## config.mk

```make
export PLATFORM = sky130hd
export DESIGN_NAME = shift_unit_iter
export DESIGN_NICKNAME = d
export VERILOG_FILES = /design/src/rtl/shift_unit_iter.sv
export SDC_FILE = /design/constraint.sdc
export NUM_CORES = 1
export LEC_CHECK = 0
export BUFFER_PORTS_ARGS = -buffer_cell sky130_fd_sc_hd__buf_2
export CELL_PAD_IN_SITES_DETAIL_PLACEMENT = 1
export CELL_PAD_IN_SITES_GLOBAL_PLACEMENT = 1
export CORE_MARGIN = 1.5
export CORE_UTILIZATION = 44
export DETAILED_ROUTE_END_ITERATION = 8
export PLACE_DENSITY = 0.91
export SETUP_SLACK_MARGIN = 0.1
export SLEW_MARGIN = 20
export SYNTH_ARGS = -nofsm -noshare
export SYNTH_HDL_FRONTEND = slang
export SYNTH_SLANG_ARGS = --single-unit
```

## constraint.sdc

```tcl
create_clock -name clk -period 3.2 [get_ports clk]
set_input_delay 0.64 -clock clk [delete_from_list [all_inputs] [get_ports clk]]
set_output_delay 0.64 -clock clk [all_outputs]
set_load 0.02 [all_outputs]
```

## src/rtl/shift_unit_iter.sv

```systemverilog
// Iterative shift unit: resolves one shift-amount bit per cycle, so every SLL/SRL/SRA
// takes the same number of cycles regardless of the amount. One request in flight.
module shift_unit_iter #(
  parameter  int N       = 32,
  localparam int SHAMT_W = $clog2(N)
) (
  input  logic               clk,
  input  logic               rst,
  input  logic               in_valid,
  output logic               in_ready,
  input  logic [N-1:0]       in_data,
  input  logic [SHAMT_W-1:0] in_shamt,
  input  logic [1:0]         in_op,
  output logic               out_valid,
  input  logic               out_ready,
  output logic [N-1:0]       out_data,
  output logic               busy,
  output logic [1:0]         dbg_state
);

  // Handshake: a transfer happens on a rising edge where valid and ready are both 1.
  // in_ready is high only in IDLE; out_valid is high only in DONE and the result is
  // held stable until out_ready is seen.

  typedef enum logic [1:0] {
    S_IDLE  = 2'd0,
    S_SHIFT = 2'd1,
    S_DONE  = 2'd2
  } state_t;

  localparam int unsigned LAST_STEP = SHAMT_W - 1;

  state_t             r_state;
  state_t             w_state_nxt;
  logic [SHAMT_W-1:0] r_step;
  logic [SHAMT_W-1:0] r_shamt;
  logic [1:0]         r_op;
  logic               r_sign;
  logic [N-1:0]       r_val;
  logic [N-1:0]       r_out;

  logic               w_last;
  logic [SHAMT_W:0]   w_amt;
  logic signed [N:0]  w_sra;
  logic [N-1:0]       w_shifted;

  assign w_last    = (r_step == LAST_STEP[SHAMT_W-1:0]);
  assign out_data  = r_out;
  assign dbg_state = r_state;

  always_ff @(posedge clk or posedge rst) begin
    if (rst) r_state <= S_IDLE;
    else     r_state <= w_state_nxt;
  end

  always_comb begin
    w_state_nxt = r_state;
    in_ready    = 1'b0;
    out_valid   = 1'b0;
    busy        = 1'b0;
    case (r_state)
      S_IDLE: begin
        in_ready = 1'b1;
        if (in_valid) w_state_nxt = S_SHIFT;
      end
      S_SHIFT: begin
        busy = 1'b1;
        if (w_last) w_state_nxt = S_DONE;
      end
      S_DONE: begin
        busy      = 1'b1;
        out_valid = 1'b1;
        if (out_ready) w_state_nxt = S_IDLE;
      end
      default: w_state_nxt = S_IDLE;
    endcase
  end

  // Step k shifts by 2^k when bit k of the latched amount is set.
  // SRA fills from the sign captured at accept, not from the working value.
  always_comb begin
    w_amt     = r_shamt[r_step] ? ((SHAMT_W+1)'(1) << r_step) : '0;
    w_sra     = $signed({r_sign, r_val}) >>> w_amt;
    w_shifted = r_val << w_amt;
    case (r_op)
      2'b01:   w_shifted = r_val >> w_amt;
      2'b11:   w_shifted = w_sra[N-1:0];
      default: w_shifted = r_val << w_amt;
    endcase
  end

  always_ff @(posedge clk or posedge rst) begin
    if (rst) begin
      r_step  <= '0;
      r_shamt <= '0;
      r_op    <= '0;
      r_sign  <= 1'b0;
      r_val   <= '0;
      r_out   <= '0;
    end else begin
      case (r_state)
        S_IDLE: begin
          if (in_valid) begin
            r_val   <= in_data;
            r_shamt <= in_shamt;
            r_op    <= in_op;
            r_sign  <= in_data[N-1];
            r_step  <= '0;
          end
        end
        S_SHIFT: begin
          r_val  <= w_shifted;
          r_step <= r_step + 1'b1;
          if (w_last) r_out <= w_shifted;
        end
        default: ;
      endcase
    end
  end

endmodule

```

== Word-level counts from Yosys, hierarchy flattened ==
Index checks and enable logic that the tools add are counted.
Widths: inputs -> output; s select.

* Bits of input ports: 43
* Flip-flop bits (word level): 79
* Output and inout port bits: 37
* Logic and storage cells: 43

* $add $sub $neg: 1
* Shifts and indexed selects: 4
* Equal/unequal tests: 8
* $lt $le $gt $ge: 1
* Muxes and demuxes: 15
* Reductions and logical operators: 7

{| class="wikitable"
|+ Operators with widths
! kind !! number
|-
| $pmux 32 s2 || 2
|-
| $sshr 33x6->32 || 1
|-
| $mux 32 || 1
|-
| $shl 32x6->32 || 1
|-
| $shr 32x6->32 || 1
|-
| $pmux 5 s2 || 1
|-
| $mux 2 || 3
|-
| $mux 6 || 1
|-
| $ne 2x2->1 const B || 3
|-
| $pmux 2 s3 || 1
|-
| $reduce_and 2->1 || 3
|-
| $shl 1x5->6 const A || 1
|-
| $add 5x1->5 const B || 1
|-
| $eq 5x3->1 const B || 1
|-
| $lt 5x4->1 const B || 1
|-
| $mux 5 || 1
|-
| $eq 2x1->1 const B || 2
|-
| $eq 2x2->1 const B || 2
|-
| $mux 1 || 4
|-
| $bmux 1 s3 || 1
|-
| $reduce_and 3->1 || 1
|-
| $logic_not 2->1 || 1
|-
| $reduce_bool 2->1 || 1
|-
| $reduce_or 2->1 || 1
|}

== Longest topological paths before layout ==
* Word-level depth: 6
* Gate-level depth with buffers: 11
* Mapped depth without buffers: 7

== Worst setup path after synthesis ==
OpenSTA, ideal clock, no wires.

* Path type: register -> register
* Start point: reg r_step[2]
* End point: reg r_out[2] (netlist: out_data[2])
* Buffers on the path: 2
* Stages on the path, launching flop included: 9
* Data required time: 3.075 ns
* Setup slack: 0.722 ns
* Setup time: 0.125 ns
* Period minus slack after synthesis: 2.478 ns
* Arrival time: 2.353 ns
* Cells stage by stage: dfrtp_1 > buf_2 > or4_4 > buf_6 > o31a_1 > a221o_1 > a211oi_1 > o22ai_1 > mux2_2

* Longest elaborated chain between the ends: 5
* Elaborated cells between the ends (all ways): 10
* Those cells by class: eq/ne: 1; shift: 4; mux: 4; reduce/logical: 1

{| class="wikitable"
|+ Ends and longest elaborated chain
! item !! RTL line !! RTL
|-
| from (decl) || 35 || <nowiki>logic [SHAMT_W-1:0] r_step;</nowiki>
|-
| from (signal assigned) || 113 || <nowiki>r_step <= r_step + 1'b1;</nowiki>
|-
| $bmux 1 s3 || 82 || <nowiki>w_amt = r_shamt[r_step] ? ((SHAMT_W+1)'(1) << r_step) : '0;</nowiki>
|-
| $mux 1 (implied by the code) || 82 ||
|-
| $mux 6 || 82 ||
|-
| $shl 32x6->32, or another cell as far along || 88 || <nowiki>default: w_shifted = r_val << w_amt;</nowiki>
|-
| $pmux 32 s2 || 85 || <nowiki>case (r_op)</nowiki>
|-
| to (signal assigned) || 114 || <nowiki>if (w_last) r_out <= w_shifted;</nowiki>
|-
| to (decl) || 40 || <nowiki>logic [N-1:0] r_out;</nowiki>
|}

Parallel ways exist; a longest one is shown, timed or not. The select of a mux whose other input is x is not followed.
A chain may end at the register's enable or synchronous reset.

== Worst setup path after layout ==
* Start point: reg r_step[1]
* End point: reg r_val[21]

* Longest elaborated chain between the ends: 6
* Elaborated cells between the ends (all ways): 9
* Those cells by class: shift: 4; mux: 5

{| class="wikitable"
|+ Ends and longest elaborated chain
! item !! RTL line !! RTL
|-
| $bmux 1 s3 || 82 ||
|-
| $mux 1 (implied by the code) || 82 ||
|-
| $mux 6 (*) || 82 ||
|-
| $shl 32x6->32, or another cell as far along || 88 ||
|-
| $pmux 32 s2 (*) || 85 ||
|-
| $pmux 32 s2 (*) || 101 || <nowiki>case (r_state)</nowiki>
|-
| to (signal assigned) || 104 || <nowiki>r_val <= in_data;</nowiki>
|-
| to (signal assigned) || 112 || <nowiki>r_val <= w_shifted;</nowiki>
|-
| to (decl) || 39 || <nowiki>logic [N-1:0] r_val;</nowiki>
|}

Mark *: on every way between the ends. The rest lies on a longest branch, timed or not. The select of a mux whose other input is x is not followed.

==> results.json <==
{
  "arrival_ns": 3.27,
  "ys_seq_area_frac": 0.295,
  "slowest_stage": "dfrtp_2",
  "postCtsSetupBuffers": 0,
  "boundaryPins": 80,
  "whs_ns": 0.347,
  "drc_errors": 0,
  "timing.fmax_mhz": 327,
  "antenna_cells": 0,
  "grt_pass1_wl_um": 56400,
  "holdBufCountCts": 0,
  "dieArea_um2": 16000,
  "status": "complete, no violations",
  "avgSynthCellArea_um2": 7.33,
  "gr-usage-met3": 0.138,
  "synth-main-ff-cell": "dfrtp_1",
  "ff_latch_area_um2": 1980,
  "crit_family": "compound AO/OA/AOI/OAI gates",
  "portBuffers": 79,
  "cts_max_level": 3,
  "path_buf_inv": 4,
  "relSlewSlack": 0.459,
  "die_h_um": 126,
  "cap_violations": 0,
  "num-nets-final": 1060,
  "num_rows": 44,
  "grt_use_met2": 0.722,
  "setup_viol": 0,
  "via_per_inst": 7.33,
  "syn_inst": 914,
  "crit_fanout": 32,
  "core_area_um2": 14700,
  "path_clk_slew_ns": 0.07,
  "vias": 8807,
  "hold_path.class": "input pin to asynchronous set/reset pin",
  "initial_core_util": 0.456,
  "cpPeakStageDelay_ns": 0.52,
  "crit_top_cell": "buf_4",
  "maxSlewViolCount": 0,
  "wirelength_um": 37700,
  "synth-seq-cells": 79,
  "fp.dieW_um": 126,
  "place_inst": 1182,
  "drtPass1Iterations": 5,
  "clockBufferDepth": 2,
  "busiest_layer": "met2",
  "antenna_found_initial": 0,
  "globalplace.congestion": 1.08,
  "dp_hpwl_um": 27800,
  "instances_no_fill": 1201,
  "drt_iter0_drc": 1075,
  "antenna_left": 0,
  "min_period_over_period": 0.956,
  "clkLatencyLatePin_ns": 0.36,
  "grt_pass1_vias": 8913,
  "nFillCells": 1891,
  "hold_viol": 0,
  "grt_max_degree": 50,
  "critPathCaptureType": "flip-flop",
  "period_needed_ns": 3.06,
  "synth_edf_count": 0,
  "netlist_area_um2": 6700,
  "async_flop_share": 1.00,
  "start_kind": "flip-flop",
  "grtUsageTotal": 0.475,
  "yosysWarningCount": 0,
  "wl_per_cell_um": 31.4,
  "worstSetupPathType": "flip-flop to flip-flop",
  "grt-ovfl-total": 0,
  "syn_nets": 962,
  "clock-sinks": 79,
  "tns_ns": 0,
  "use_met1": 0.595,
  "cp_cell_sequence": "buf_4 -> nor4b_1 -> buf_4 -> nand2_1 -> buf_12 -> a311o_1 -> a2bb2oi_1 -> nand2b_1 -> a221oi_1 -> buf_4 -> o21ai_0",
  "cts_buffers": 9,
  "synthDistinctLibCells": 72,
  "required_ns": 3.41,
  "cts_tree": "yes",
  "skew_ns": 0.00682,
  "cts-root-buf": "clkbuf_16",
  "drive_gt1_frac": 0.228,
  "rsz0062_at_grt": "true",
  "multi_input_area_um2": 4380,
  "worst_pin_slew_ns": 0.789,
  "syn2layout_area_growth_pct": 21.6
}
==> state kept, by name, summed over array words and instances (netlist names) <==
name / count
r_sign: 1
r_op: 2
out_data: 32
dbg_state: 2
r_val: 32
r_shamt: 5
r_step: 5
==> cells in the mapped netlist, types with 5 or more instances <==
| cell type | n | share of area |
|---|---|---|
| a211oi_1 | 14 | 0.016 |
| a21o_1 | 15 | 0.017 |
| a21oi_1 | 80 | 0.060 |
| a22oi_1 | 9 | 0.010 |
| a2bb2oi_1 | 10 | 0.013 |
| a311oi_1 | 6 | 0.0078 |
| a31oi_1 | 27 | 0.025 |
| a32oi_1 | 5 | 0.0065 |
| and2_1 | 10 | 0.0093 |
| and3_1 | 26 | 0.024 |
| and3b_1 | 8 | 0.010 |
| buf_1 | 7 | 0.0039 |
| buf_2 | 16 | 0.012 |
| clkbuf_1 | 62 | 0.035 |
| dfrtp_1 | 79 | 0.29 |
| ha_1 | 5 | 0.0093 |
| inv_1 | 16 | 0.0090 |
| mux2_2 | 15 | 0.025 |
| nand2_1 | 97 | 0.054 |
| nand3_1 | 52 | 0.039 |
| nand4_1 | 5 | 0.0047 |
| nor2_1 | 51 | 0.029 |
| nor2b_1 | 6 | 0.0056 |
| nor3_1 | 39 | 0.029 |
| o211ai_1 | 10 | 0.011 |
| o21ai_0 | 124 | 0.093 |
| o21ai_1 | 8 | 0.0060 |
| o221ai_1 | 8 | 0.010 |
| o22ai_1 | 13 | 0.012 |
| o31ai_1 | 5 | 0.0056 |
==> through the flow <==
step,worst slack (ns),util,area [um2]
2_1_floorplan,0.537,-,6700
3_3_place_gp,0.165,0.529,7770
3_5_place_dp,0.127,0.529,7770
4_1_cts,0.105,0.551,8100
5_1_grt,0.0981,0.554,8150
6_report,0.139,0.554,8150
==> cells in the final DEF (no fill, tap or decap), types with 13 or more instances in the layout <==
| cell type | instances |
|---|---|
| dfrtp_1 | 76 |
| mux2_2 | 15 |
| a211oi_1 | 13 |
| o22ai_1 | 13 |
| a21o_1 | 15 |
| nor2_1 | 49 |
| o21ai_0 | 122 |
| buf_2 | 79 |
| nand3_1 | 51 |
| and3_1 | 26 |
| inv_1 | 15 |
| nor3_1 | 39 |
| a21oi_1 | 80 |
| nand2_1 | 96 |
| a31oi_1 | 27 |
| buf_4 | 87 |
==> timing repair <==
action | CTS | global route
setup endpoints to repair | 2 | 44
pin swaps | 1 | 1
resized for setup | 2 | 12
cloned | 1 | 2
==> final cells by class <==
class / instances / share of cell area
clock buffer: 9 / 0.0276
clock inverter: 7 / 0.0104
inverter: 16 / 0.00752
multi-input combinational: 733 / 0.537
sequential: 79 / 0.243
tap: 184 / 0.0283
timing repair buffer: 173 / 0.146
==> cell families after synthesis <==
group | count (synthesis) | synth area share
flops | 79 | 0.295
simple gates | 317 | 0.232
fa+ha+maj | 5 | 0.00933
mux | 19 | 0.0312
compound gates | 386 | 0.364
xor+xnor | 3 | 0.00392
buf+inv | 105 | 0.0646
==> metal layers <==
layer,share of wire,routed length [um]
met5,0,0
met2,0.43,16100
met1,0.38,14200
met3,0.12,4680
met4,0.074,2810
==> worst register-to-register path: cells and delay by family (launching register included) <==
| kind | cells | cell delay, ns |
|---|---|---|
| AND/OR/NAND/NOR | 3 | 0.60 |
| flip-flops | 1 | 0.52 |
| AO/OA/AOI/OAI | 4 | 1.03 |
| buffers and inverters | 4 | 0.77 |
==> path summary, 6_finish.rpt <==
path | startpoint | end | slack [ns] | cells past startpoint
min in group clk | out_data[5] | out_data[5] | 0.48 | 1
min reg2reg | out_data[5] | out_data[5] | 0.48 | 1
min | rst | dbg_state[0] | 0.35 | 2
max in group asynchronous | rst | out_data[17] | 2.19 | 3
max | r_step[1] | r_val[21] | 0.14 | 11
max reg2reg | r_step[1] | r_val[21] | 0.14 | 11
Power is left out: the tool's default activity adds up to more than one toggle a clock period on the data nets, which glitch-free logic cannot reach.
